### config.mk
export PLATFORM = sky130hd
export DESIGN_NAME = ex_result_stage
export DESIGN_NICKNAME = d
export VERILOG_FILES = /design/src/rtl/ex_pkg.sv /design/src/rtl/ex_result_entry.sv /design/src/rtl/ex_result_stage.sv
export SDC_FILE = /design/constraint.sdc
export NUM_CORES = 1
export LEC_CHECK = 0
export CAP_MARGIN = 10
export CORE_MARGIN = 2
export CORE_UTILIZATION = 53
export DETAILED_ROUTE_END_ITERATION = 16
export HOLD_SLACK_MARGIN = 0.02
export PLACE_DENSITY_LB_ADDON = 0.3
export SETUP_SLACK_MARGIN = 0.4
export SLEW_MARGIN = 25
export SYNTH_ARGS = -nofsm -noshare
export SYNTH_HDL_FRONTEND = slang
export SYNTH_SLANG_ARGS = --single-unit
### constraint.sdc
create_clock -name CLK -period 4.2 [get_ports CLK]
set_input_delay 0.63 -clock CLK [delete_from_list [all_inputs] [get_ports CLK]]
set_output_delay 0.63 -clock CLK [all_outputs]
set_load 0.02 [all_outputs]
### src/rtl/ex_pkg.sv
// Shared definitions for the execute-result stage: state encoding, register-index width, XLEN default.
package ex_pkg;

    localparam int XLEN_DEF = 32;
    localparam int REG_W    = 5;

    typedef enum logic [1:0] {
        ST_EMPTY = 2'd0,
        ST_ONE   = 2'd1,
        ST_FULL  = 2'd2
    } stage_state_e;

endpackage

### src/rtl/ex_result_entry.sv
// One slot of the execute-result skid buffer: {valid, result, rd, reg_wr}.
// Clear wins over load and zeroes the whole slot, so an empty slot always reads as 0.
module ex_result_entry
    import ex_pkg::*;
#(
    parameter int XLEN = XLEN_DEF
) (
    input  logic             clk,
    input  logic             rst,
    input  logic             load,
    input  logic             clear,
    input  logic [XLEN-1:0]  d_result,
    input  logic [REG_W-1:0] d_rd,
    input  logic             d_reg_wr,
    output logic             valid,
    output logic [XLEN-1:0]  result,
    output logic [REG_W-1:0] rd,
    output logic             reg_wr
);

    always_ff @(posedge clk) begin
        if (rst || clear) begin
            valid  <= 1'b0;
            result <= '0;
            rd     <= '0;
            reg_wr <= 1'b0;
        end else if (load) begin
            valid  <= 1'b1;
            result <= d_result;
            rd     <= d_rd;
            reg_wr <= d_reg_wr;
        end
    end

endmodule

### src/rtl/ex_result_stage.sv
// Two-entry skid buffer between execute and writeback; In_Ready is registered (no path from Out_Ready).
// Optional forwarding outputs Fwd_* are built when EX_RESULT_FWD_EN is defined.
module ex_result_stage
    import ex_pkg::*;
#(
    parameter int XLEN = XLEN_DEF
) (
    input  logic             CLK,
    input  logic             RST,
    input  logic             In_Valid,
    output logic             In_Ready,
    input  logic [XLEN-1:0]  In_Result,
    input  logic [REG_W-1:0] In_Rd,
    input  logic             In_Reg_Wr,
    input  logic             Flush,
    output logic             Out_Valid,
    input  logic             Out_Ready,
    output logic [XLEN-1:0]  Out_Result,
    output logic [REG_W-1:0] Out_Rd,
    output logic             Out_Reg_Wr
`ifdef EX_RESULT_FWD_EN
    ,
    output logic             Fwd_Valid,
    output logic [REG_W-1:0] Fwd_Rd,
    output logic [XLEN-1:0]  Fwd_Data
`endif
);

    stage_state_e     state_q;
    logic             in_ready_q;
    logic             accept, pop, in_reg_wr_eff;
    logic             head_load, head_clear, tail_load, tail_clear, head_from_tail;
    logic             head_valid, tail_valid;
    logic [XLEN-1:0]  head_result, tail_result, head_d_result;
    logic [REG_W-1:0] head_rd, tail_rd, head_d_rd;
    logic             head_reg_wr, tail_reg_wr, head_d_reg_wr;

    assign accept        = In_Valid & in_ready_q;
    assign pop           = head_valid & Out_Ready;
    // x0 is hardwired zero, so a write to it is dropped at capture time.
    assign in_reg_wr_eff = In_Reg_Wr & (In_Rd != '0);

    always_comb begin
        head_load      = 1'b0;
        head_clear     = Flush;
        tail_load      = 1'b0;
        tail_clear     = Flush;
        head_from_tail = 1'b0;
        if (!Flush) begin
            case (state_q)
                ST_EMPTY: head_load = accept;
                ST_ONE: begin
                    if (pop) begin
                        head_load  = accept;
                        head_clear = ~accept;
                    end else begin
                        tail_load  = accept;
                    end
                end
                ST_FULL: begin
                    head_load      = pop & tail_valid;
                    head_from_tail = 1'b1;
                    tail_clear     = pop;
                end
                default: ;
            endcase
        end
    end

    assign head_d_result = head_from_tail ? tail_result : In_Result;
    assign head_d_rd     = head_from_tail ? tail_rd     : In_Rd;
    assign head_d_reg_wr = head_from_tail ? tail_reg_wr : in_reg_wr_eff;

    always_ff @(posedge CLK) begin
        if (RST || Flush) begin
            state_q    <= ST_EMPTY;
            in_ready_q <= 1'b1;
        end else begin
            case (state_q)
                ST_EMPTY: if (accept) state_q <= ST_ONE;
                ST_ONE: begin
                    if (accept && !pop) begin
                        state_q    <= ST_FULL;
                        in_ready_q <= 1'b0;
                    end else if (pop && !accept) begin
                        state_q    <= ST_EMPTY;
                    end
                end
                ST_FULL: begin
                    if (pop) begin
                        state_q    <= ST_ONE;
                        in_ready_q <= 1'b1;
                    end
                end
                default: begin
                    state_q    <= ST_EMPTY;
                    in_ready_q <= 1'b1;
                end
            endcase
        end
    end

    ex_result_entry #(.XLEN(XLEN)) u_head (
        .clk      (CLK),
        .rst      (RST),
        .load     (head_load),
        .clear    (head_clear),
        .d_result (head_d_result),
        .d_rd     (head_d_rd),
        .d_reg_wr (head_d_reg_wr),
        .valid    (head_valid),
        .result   (head_result),
        .rd       (head_rd),
        .reg_wr   (head_reg_wr)
    );

    ex_result_entry #(.XLEN(XLEN)) u_tail (
        .clk      (CLK),
        .rst      (RST),
        .load     (tail_load),
        .clear    (tail_clear),
        .d_result (In_Result),
        .d_rd     (In_Rd),
        .d_reg_wr (in_reg_wr_eff),
        .valid    (tail_valid),
        .result   (tail_result),
        .rd       (tail_rd),
        .reg_wr   (tail_reg_wr)
    );

    assign In_Ready   = in_ready_q;
    assign Out_Valid  = head_valid;
    assign Out_Result = head_result;
    assign Out_Rd     = head_rd;
    assign Out_Reg_Wr = head_reg_wr;

`ifdef EX_RESULT_FWD_EN
    // The tail is always younger than the head, so it is checked first.
    always_comb begin
        Fwd_Valid = 1'b0;
        Fwd_Rd    = '0;
        Fwd_Data  = '0;
        if (tail_valid && tail_reg_wr) begin
            Fwd_Valid = 1'b1;
            Fwd_Rd    = tail_rd;
            Fwd_Data  = tail_result;
        end else if (head_valid && head_reg_wr) begin
            Fwd_Valid = 1'b1;
            Fwd_Rd    = head_rd;
            Fwd_Data  = head_result;
        end
    end
`endif

endmodule

Word level (Yosys, flattened, before mapping)
Index checks and enable logic that the tools add are counted.
Cells by class
  eq/ne operators: 6
  multiplexer cells: 24
  bitwise logic cells: 6
  reduce and logical (&&, ||, !) cells: 11
Operators with widths (count)
  32-bit two-way mux: 1
  1-bit two-way mux: 15
  2-bit two-way mux: 4
  2-bit inequality test, second input constant: 3
  1-bit case mux with 3 select lines: 2
  2-bit case mux with 3 select lines: 1
  3-bit AND reduction: 2
  5-bit two-way mux: 1
  5-bit nonzero test: 1
  1-bit bitwise AND: 4
  1-bit logical OR: 3
  3-bit inequality test, second input constant: 1
  2-bit by 1-bit equality test with 1-bit output, second input constant: 1
  2-bit equality test, second input constant: 1
  1-bit logical AND: 2
  1-bit logical NOT: 2
  2-bit logical NOT: 1
  1-bit NOT: 2
Storage, ports and cells
  register bits after elaboration: 81
  input bits: 43
  output and inout port bits: 40
  word-level logic and storage cells: 57

Longest topological paths before layout
  word-level depth: 6
  depth in mapped cells: 8
  depth with buffers taken out: 6

Hierarchy
A second synthesis with hierarchy kept.
Unflattened totals
  cells, all modules: 337
  area total of the unflattened synthesis: 3626.0 µm²
By module, submodules not included
  ex_result_entry: times used 2, cells an instance 127, area each 1416.4 µm², sequential area each 780.7 µm²
  ex_result_stage: times used 1, cells an instance 83, area each 793.3 µm², sequential area each 60.1 µm²

Worst setup path after synthesis
Ideal clock, no wire load.
  path type: register to register
  start: register state_q[0]
  end: register u_head.result[15]
  setup time: 124 ps
  data arrival time: 1799 ps
  data required time: 4076 ps
  path slack: 2277 ps
  stages on the path, launching flop included: 9
  buffers on the path: 2
  clock period less this slack: 1923 ps
  path through: dfxtp_1 inv_1 ha_1 nand4b_1 a2111oi_4 or2_2 buf_6 buf_6 a21oi_1
On the way
  word-level cells in the longest chain between the ends: 4
  elaborated cells between the ends (all ways): 11
  those cells by class: eq/ne (2); mux (7); reduce/logical (2)
Ends and longest elaborated chain
  from (decl): RTL line ex_result_stage.sv:29  | stage_state_e state_q;
  from (signal assigned): RTL line ex_result_stage.sv:76  | state_q <= ST_EMPTY;
  from (signal assigned): RTL line ex_result_stage.sv:80  | ST_EMPTY: if (accept) state_q <= ST_ONE;
  from (signal assigned): RTL line ex_result_stage.sv:83  | state_q <= ST_FULL;
  2-bit equality test or 2-bit by 1-bit equality test with 1-bit output (tied branches): RTL line ex_result_stage.sv:50  | case (state_q)
  1-bit two-way mux: RTL line ex_result_stage.sv:50
  1-bit two-way mux: RTL line ex_result_stage.sv:49  | if (!Flush) begin
  32-bit two-way mux or 1-bit logical OR (tied branches): RTL line ex_result_stage.sv:70, ex_result_entry.sv:22
  to (signal assigned): RTL line ex_result_entry.sv:29  | result <= d_result;
  to (decl): RTL line ex_result_entry.sv:16  | output logic [XLEN-1:0] result,
Parallel ways exist; a longest one is shown, timed or not.
A chain may end at the register's enable or synchronous reset.

Worst setup path after layout
  start: input Out_Ready
  end: register u_head.result[11]
On the way
  word-level cells in the longest chain between the ends: 5
  elaborated cells between the ends (all ways): 9
  those cells by class: mux (6); bitwise (2); reduce/logical (1)
Ends and longest elaborated chain
  from (decl): RTL line ex_result_stage.sv:17  | input logic Out_Ready,
  1-bit bitwise AND (*): RTL line ex_result_stage.sv:39  | assign pop = head_valid & Out_Ready;
  1-bit two-way mux: RTL line ex_result_stage.sv:53  | if (pop) begin
  1-bit two-way mux: RTL line ex_result_stage.sv:50
  1-bit two-way mux: RTL line ex_result_stage.sv:49
  1-bit logical OR: RTL line ex_result_entry.sv:22  | if (rst || clear) begin
Mark *: on every way between the ends. The rest lies on a longest branch, timed or not.

==> metrics.yaml <==
r2r_setup_slack_ns: 1.73
coreArea_um2: 6350
cpPeakStageDelay_ns: 0.75
finalSetupViolations: 0
dieArea_um2: 7250
portBuffers: 82
cp.required_ns: 4.39
grt_pass1_wl_um: 14500
syn_nets: 438
avgSynthCellArea_um2: 8.97
tns_ns: 0
post_cts_resized: 0
relSlewSlack_pct: 41.9
rows: 29
fmax_mhz: 390
crit-reg2reg-launch: "state_q[0]"
power.switching_mw: 0.397
cts.path.max_buffers: 2
worstPathCellList: "clkdlybuf4s50_1, nand4b_1, a2111oi_4, or2_2, a21oi_1"
ios: 83
swShare_pct: 23.6
status: "complete, no violations"
clock_skew_ns: 0.0104
p_leak_nw: 1.62
syn_to_final_growth_pct: 32.3
seq_power_share_pct: 47.2
fin_cells: 539
cp_num_buf_inv: 1
netlist_instances: 389
ys_ff_latch: 81
yosys_warnings: 0
dp_hpwl_um: 5260
drc: 0
drv_slew: 0
crit_arrival_ns: 2.76
synth_cell_types: 34
antenna_cells: 0
intPower_mw: 1.29
synth_area_um2: 3490
ir_drop_mv: 0.252
layout_commonest_cell: "clkdlybuf4s50_1"
vias: 3153
rr_worst_depth: 6
holdPathStages: 2
initial_utilization_pct: 55.0
final_nets: 506
ant_nets: 0
fillers: 458
powerDensity_nw_per_um2: 365
path_delay_family: "simple AND/OR/NAND/NOR gates"
viasPerCell: 5.85
mostFrequentLayoutCells: "clkdlybuf4s50_1, dfxtp_1, nand2_1"
drtIter0Drc: 210
postCtsHoldBufs: 0
root_buffer: "clkbuf_8"
antenna_found_initial: 0
placed_cells: 522
grt_pass1_vias: 2986
layout-drive-gt1-share_pct: 8.66
wirelength_um: 8750
die_w_um: 85.2
start_kind: "input port"
drt-wirelength-per-cell_um: 16.2
overflow: 0
grt_usage_pct: 24.7
hp-start: "u_tail.result[7]"
placed_area_um2: 4340
post-cts-setup-buffers: 0
clock-sinks: 81
cts_buffers: 9
pwr-share-comb_pct: 11.4
endpoint_kind: "flip-flop"
stdcell_area_um2: 4620
ys_seq_area_share_pct: 46.5
cap_violations: 0
max_slew.worst_pin.slew_ns: 0.871
cts_tree: "yes"
worst_skew_pair.late_latency_ns: 0.35
r2r_end: "u_head.result[11]"
holdCritPathClass: "reg2reg"
gp_congestion: 0.744
first_pass_iters: 4
path_clk_slew_ns: 0.08
rsz0062_at_grt: "no"
cp_slowest_cell: "or2_2"
hold_viol: 0
power_frac_clock_pct: 41.4
crit_fanout: 38
post-route-period-util_pct: 61.1
die_y_um: 85.2
critPathKind: "in2reg"
total_power_mw: 1.68
h-tree-depth: 3
min_to: "u_tail.result[7]"
grt_max_degree: 40
min_period_ns: 2.57
flip-flops by register name (all words and copies together), names as in the netlist:
signal / cells
u_tail.rd: 5
u_tail.reg_wr: 1
In_Ready: 1
u_head.valid: 1
state_q: 2
u_tail.result: 32
u_head.result: 32
u_head.reg_wr: 1
u_head.rd: 5
u_tail.valid: 1
worst max path at each step:
| stage | start | endpoint | slack (ns) | depth (start not counted) |
|---|---|---|---|---|
| 2_1_floorplan | state_q[0] | u_head.result[15] | 2.28 | 8 |
| 3_3_place_gp | Flush | u_head.result[21] | 1.29 | 5 |
| 3_5_place_dp | Out_Ready | u_head.result[6] | 1.28 | 5 |
| 4_1_cts | Out_Ready | u_head.result[6] | 1.67 | 5 |
| 5_1_grt | Out_Ready | u_head.result[11] | 1.48 | 5 |
| 6_report | Out_Ready | u_head.result[11] | 1.63 | 5 |
worst min-delay path: stages, from the launching register on:
cell and delay (ns):
dfxtp_1 0.31, nand2_1 0.05, a21oi_1 0.05
kinds of logic (layout without fill, tap and decap cells):
family | Yosys count | count (layout) | synth area share [%]
buffers and inverters | 36 | 109 | 5.16
flip-flops | 81 | 81 | 46.5
multiplexers | 37 | 37 | 10.6
AND/OR/NAND/NOR | 97 | 97 | 11.3
AO/OA/AOI/OAI | 132 | 132 | 24.3
adder cells (fa/ha/maj) | 6 | 6 | 2.15
layout make-up:
type / instances / area [um^2] / area share (%)
inverters: 4 / 15.0 / 0.325
clock buffers: 10 / 138 / 2.98
multi-input cells: 272 / 1730 / 37.5
repair buffers: 89 / 901 / 19.5
well taps: 77 / 96.3 / 2.09
flip-flops and latches: 81 / 1620 / 35.1
clock inverters: 6 / 114 / 2.47
routing by layer:
metal	vias up	wire (um)	global-route usage (%)
met5	-	0	0
met4	0	57	5.34
met3	6	514	6.81
met2	96	4270	40.4
met1	1531	3910	32.8
li1	1520	-	-
cell usage after synthesis:
cell type	instances	area (um^2)
dfxtp_1	81	1620
nand2_1	79	297
a21oi_1	69	345
o31ai_1	40	300
mux2i_1	37	370
clkbuf_1	13	48.8
buf_2	12	60.1
a21oi_2	9	78.8
ha_1	6	75.1
nor2_1	5	18.8
inv_1	4	15.0
buf_6	3	33.8
nand3_1	3	15.0
o21ai_0	3	15.0
buf_1	2	7.51
buf_4	2	15.0
nor3_1	2	10.0
nor4_1	2	12.5
o21a_1	2	15.0
a2111oi_4	1	27.5
a21bo_2	1	10.0
a21boi_0	1	7.51
a21o_1	1	7.51
a22oi_1	1	7.51
a32oi_1	1	8.76
a41oi_1	1	8.76
and4_1	1	8.76
nand2b_1	1	6.26
nand4b_1	1	8.76
o211ai_1	1	7.51
o311ai_0	1	8.76
or2_1	1	6.26
or2_2	1	6.26
or3_1	1	6.26
power groups by stage:
stage	sequential (mW)	combinational [mW]	clock [mW]
3_5_place_dp	0.812	0.185	0
5_1_grt	0.797	0.205	0.739
4_1_cts	0.794	0.187	0.704
3_3_place_gp	0.812	0.181	0
2_1_floorplan	0.827	0.0792	0
6_report	0.795	0.191	0.697
through the flow:
step | worst slack (ns) | hold WS (ns) | utilization [%]
after floorplan | 2.28 | 0.432 | -
after global placement | 1.29 | 0.438 | 68.1
after detailed placement | 1.28 | 0.446 | 68.3
after CTS | 1.67 | 0.458 | 72.3
after global routing | 1.48 | 0.477 | 72.7
final | 1.63 | 0.455 | 72.7
No activity file was read; power rests on OpenSTA's default activity.
==> edit (same settings) <==
`XLEN_DEF`: 32 -> 16.
--- a/src/rtl/ex_pkg.sv
+++ b/src/rtl/ex_pkg.sv
@@ -3,3 +3,3 @@
 
-    localparam int XLEN_DEF = 32;
+    localparam int XLEN_DEF = 16;
     localparam int REG_W    = 5;
Interface: changed (resized In_Result and Out_Result); port bits go from 83 to 51. No check against the original RTL was run, so the function may have changed too.
==> edit against the unedited design <==
Total power fell by 48%; synthesized cell count fell by 38%; routed wire length fell by 41%; setup slack improved by 0.14 ns; sequential cell count fell by 32; utilization fell by 1.7 points; area after synthesis fell by 35%; critical path depth fell by 1; design area fell by 38%.
==> edit: results (changes against the unedited design) <==
[status]
status=finished clean  ; unchanged

[power_and_ir_drop]
clock_power_mw=0.282  ; was 0.697 mW
p_leak_nw=1.23  ; was 1.62 nW
ir_worst_vdd_uv=209  ; was 252 uV

[global_routing]
grt_pass1_vias=1862  ; was 2986
grtUsageMet3=0.0494  ; was 0.0681
grt_max_degree=25  ; was 40
grt.met2_usage=0.382  ; was 0.404
grt_pass1_wl_mm=8.61  ; was 14.5 mm
met1_usage=0.273  ; was 0.328
grt_use_total=0.222  ; was 0.247

[detailed_routing]
dr_wl_met3_um=232  ; was 514 um
wl_per_cell_um=15.2  ; was 16.2 um
drt-vias-per-instance=5.76  ; was 5.85
wirelength_met1_mm=2.28  ; was 3.91 mm
wl_met2_mm=2.57  ; was 4.27 mm
drt_iter0_drc=148  ; was 210

[cells_and_area]
fin_cells=338  ; was 539
area_growth_pct=27.2  ; was 32.3%
reg.largest.list=u_head.result: 16 flops, u_tail.result: 16 flops  ; was u_head.result: 32 flops, u_tail.result: 32 flops
fin_nets=321  ; was 506
drive_gt1_frac=0.0729  ; was 0.0866
fill_cells=318  ; was 458

[clocking]
clk_latency_ns=0.30  ; was 0.35 ns
cts_root_buffer=clkbuf_8  ; unchanged
htree_levels=2  ; was 3
numCtsBuffers=5  ; was 9

[sta]
fin_skew_ns=0.00371  ; was 0.0104 ns
worst_pin_slew_ns=1.00  ; was 0.871 ns

[worst_setup_path]
crit_fanout=15  ; was 38
cp.arrival_ns=2.66  ; was 2.76 ns
rrSetupSlack_ns=1.88  ; was 1.73 ns
r2r_end=u_head.result[13]  ; was u_head.result[11]
critPathMaxStageDelay_ns=0.73  ; was 0.75 ns
rr_worst_depth=7  ; was 6
r2r-start=state_q[1]  ; was state_q[0]

[placement]
port_buffers=50  ; was 82
hpwl_mm=3.32  ; was 5.26 mm
post_dp_cell_area_um2=2790  ; was 4340 um2
gp_congestion=0.807  ; was 0.744

[synth]
synthTopCellsByCount=dfxtp_1, nand2_1, a21oi_1, o211a_1  ; was dfxtp_1, nand2_1, a21oi_1
synth.area.top_cells=dfxtp_1, o211a_1, mux2i_1  ; was dfxtp_1, mux2i_1, a21oi_1
seq_area_frac_synth=0.433  ; was 0.465
syn_nets=276  ; was 438
syn_inst=243  ; was 389

[worst_hold_path]
min_from=u_tail.result[4]  ; was u_tail.result[7]
holdPathEnd=u_tail.result[4]  ; was u_tail.result[7]

-- edit: cell types whose count changed after synthesis, moves of 4 or more --
cell      before  now
o31ai_1       40    1
a21oi_2        9    0
o211a_1        0   23
dfxtp_1       81   49
buf_2         12    8
mux2i_1       37   22
clkbuf_1      13    6
nand2_1       79   49
o21ai_0        3   22
a21oi_1       69   23
-- edit: cell type report --
type / count / area share
Timing Repair Buffer: 56 / 0.189
Multi-Input combinational cell: 173 / 0.414
Tap cell: 50 / 0.0217
Sequential cell: 49 / 0.340
Clock buffer: 6 / 0.0286
Inverter: 3 / 0.00391
Clock inverter: 1 / 0.00260
-- edit: worst max-delay path by stage --
stage | end | cells past startpoint | slack [ns] | start
global placement | u_tail.reg_wr | 4 | 1.54 | Flush
finish | u_tail.reg_wr | 4 | 1.77 | Flush
floorplan | u_head.rd[0] | 7 | 2.41 | state_q[0]
detailed placement | u_tail.reg_wr | 4 | 1.47 | Flush
global route | u_tail.reg_wr | 5 | 1.65 | In_Valid
CTS | u_tail.reg_wr | 4 | 1.77 | Flush
-- edit: cell families (layout without fill, tap and decap cells) --
group | after synthesis | after routing | share of synthesized area
DFF | 49 | 49 | 0.433
AOI/OAI and AO/OA | 79 | 79 | 0.248
and+or+nand+nor | 66 | 66 | 0.142
buffers and inverters | 21 | 66 | 0.0469
adders and majority gates | 6 | 6 | 0.0331
muxes | 22 | 22 | 0.0971
-- edit: stage by stage --
step | hold slack, ns | setup slack [ns] | total power, mW
6_report | 0.461 | 1.77 | 0.880
3_5_place_dp | 0.448 | 1.47 | 0.608
5_1_grt | 0.474 | 1.65 | 0.916
2_1_floorplan | 0.432 | 2.41 | 0.552
4_1_cts | 0.461 | 1.77 | 0.886
3_3_place_gp | 0.438 | 1.54 | 0.608
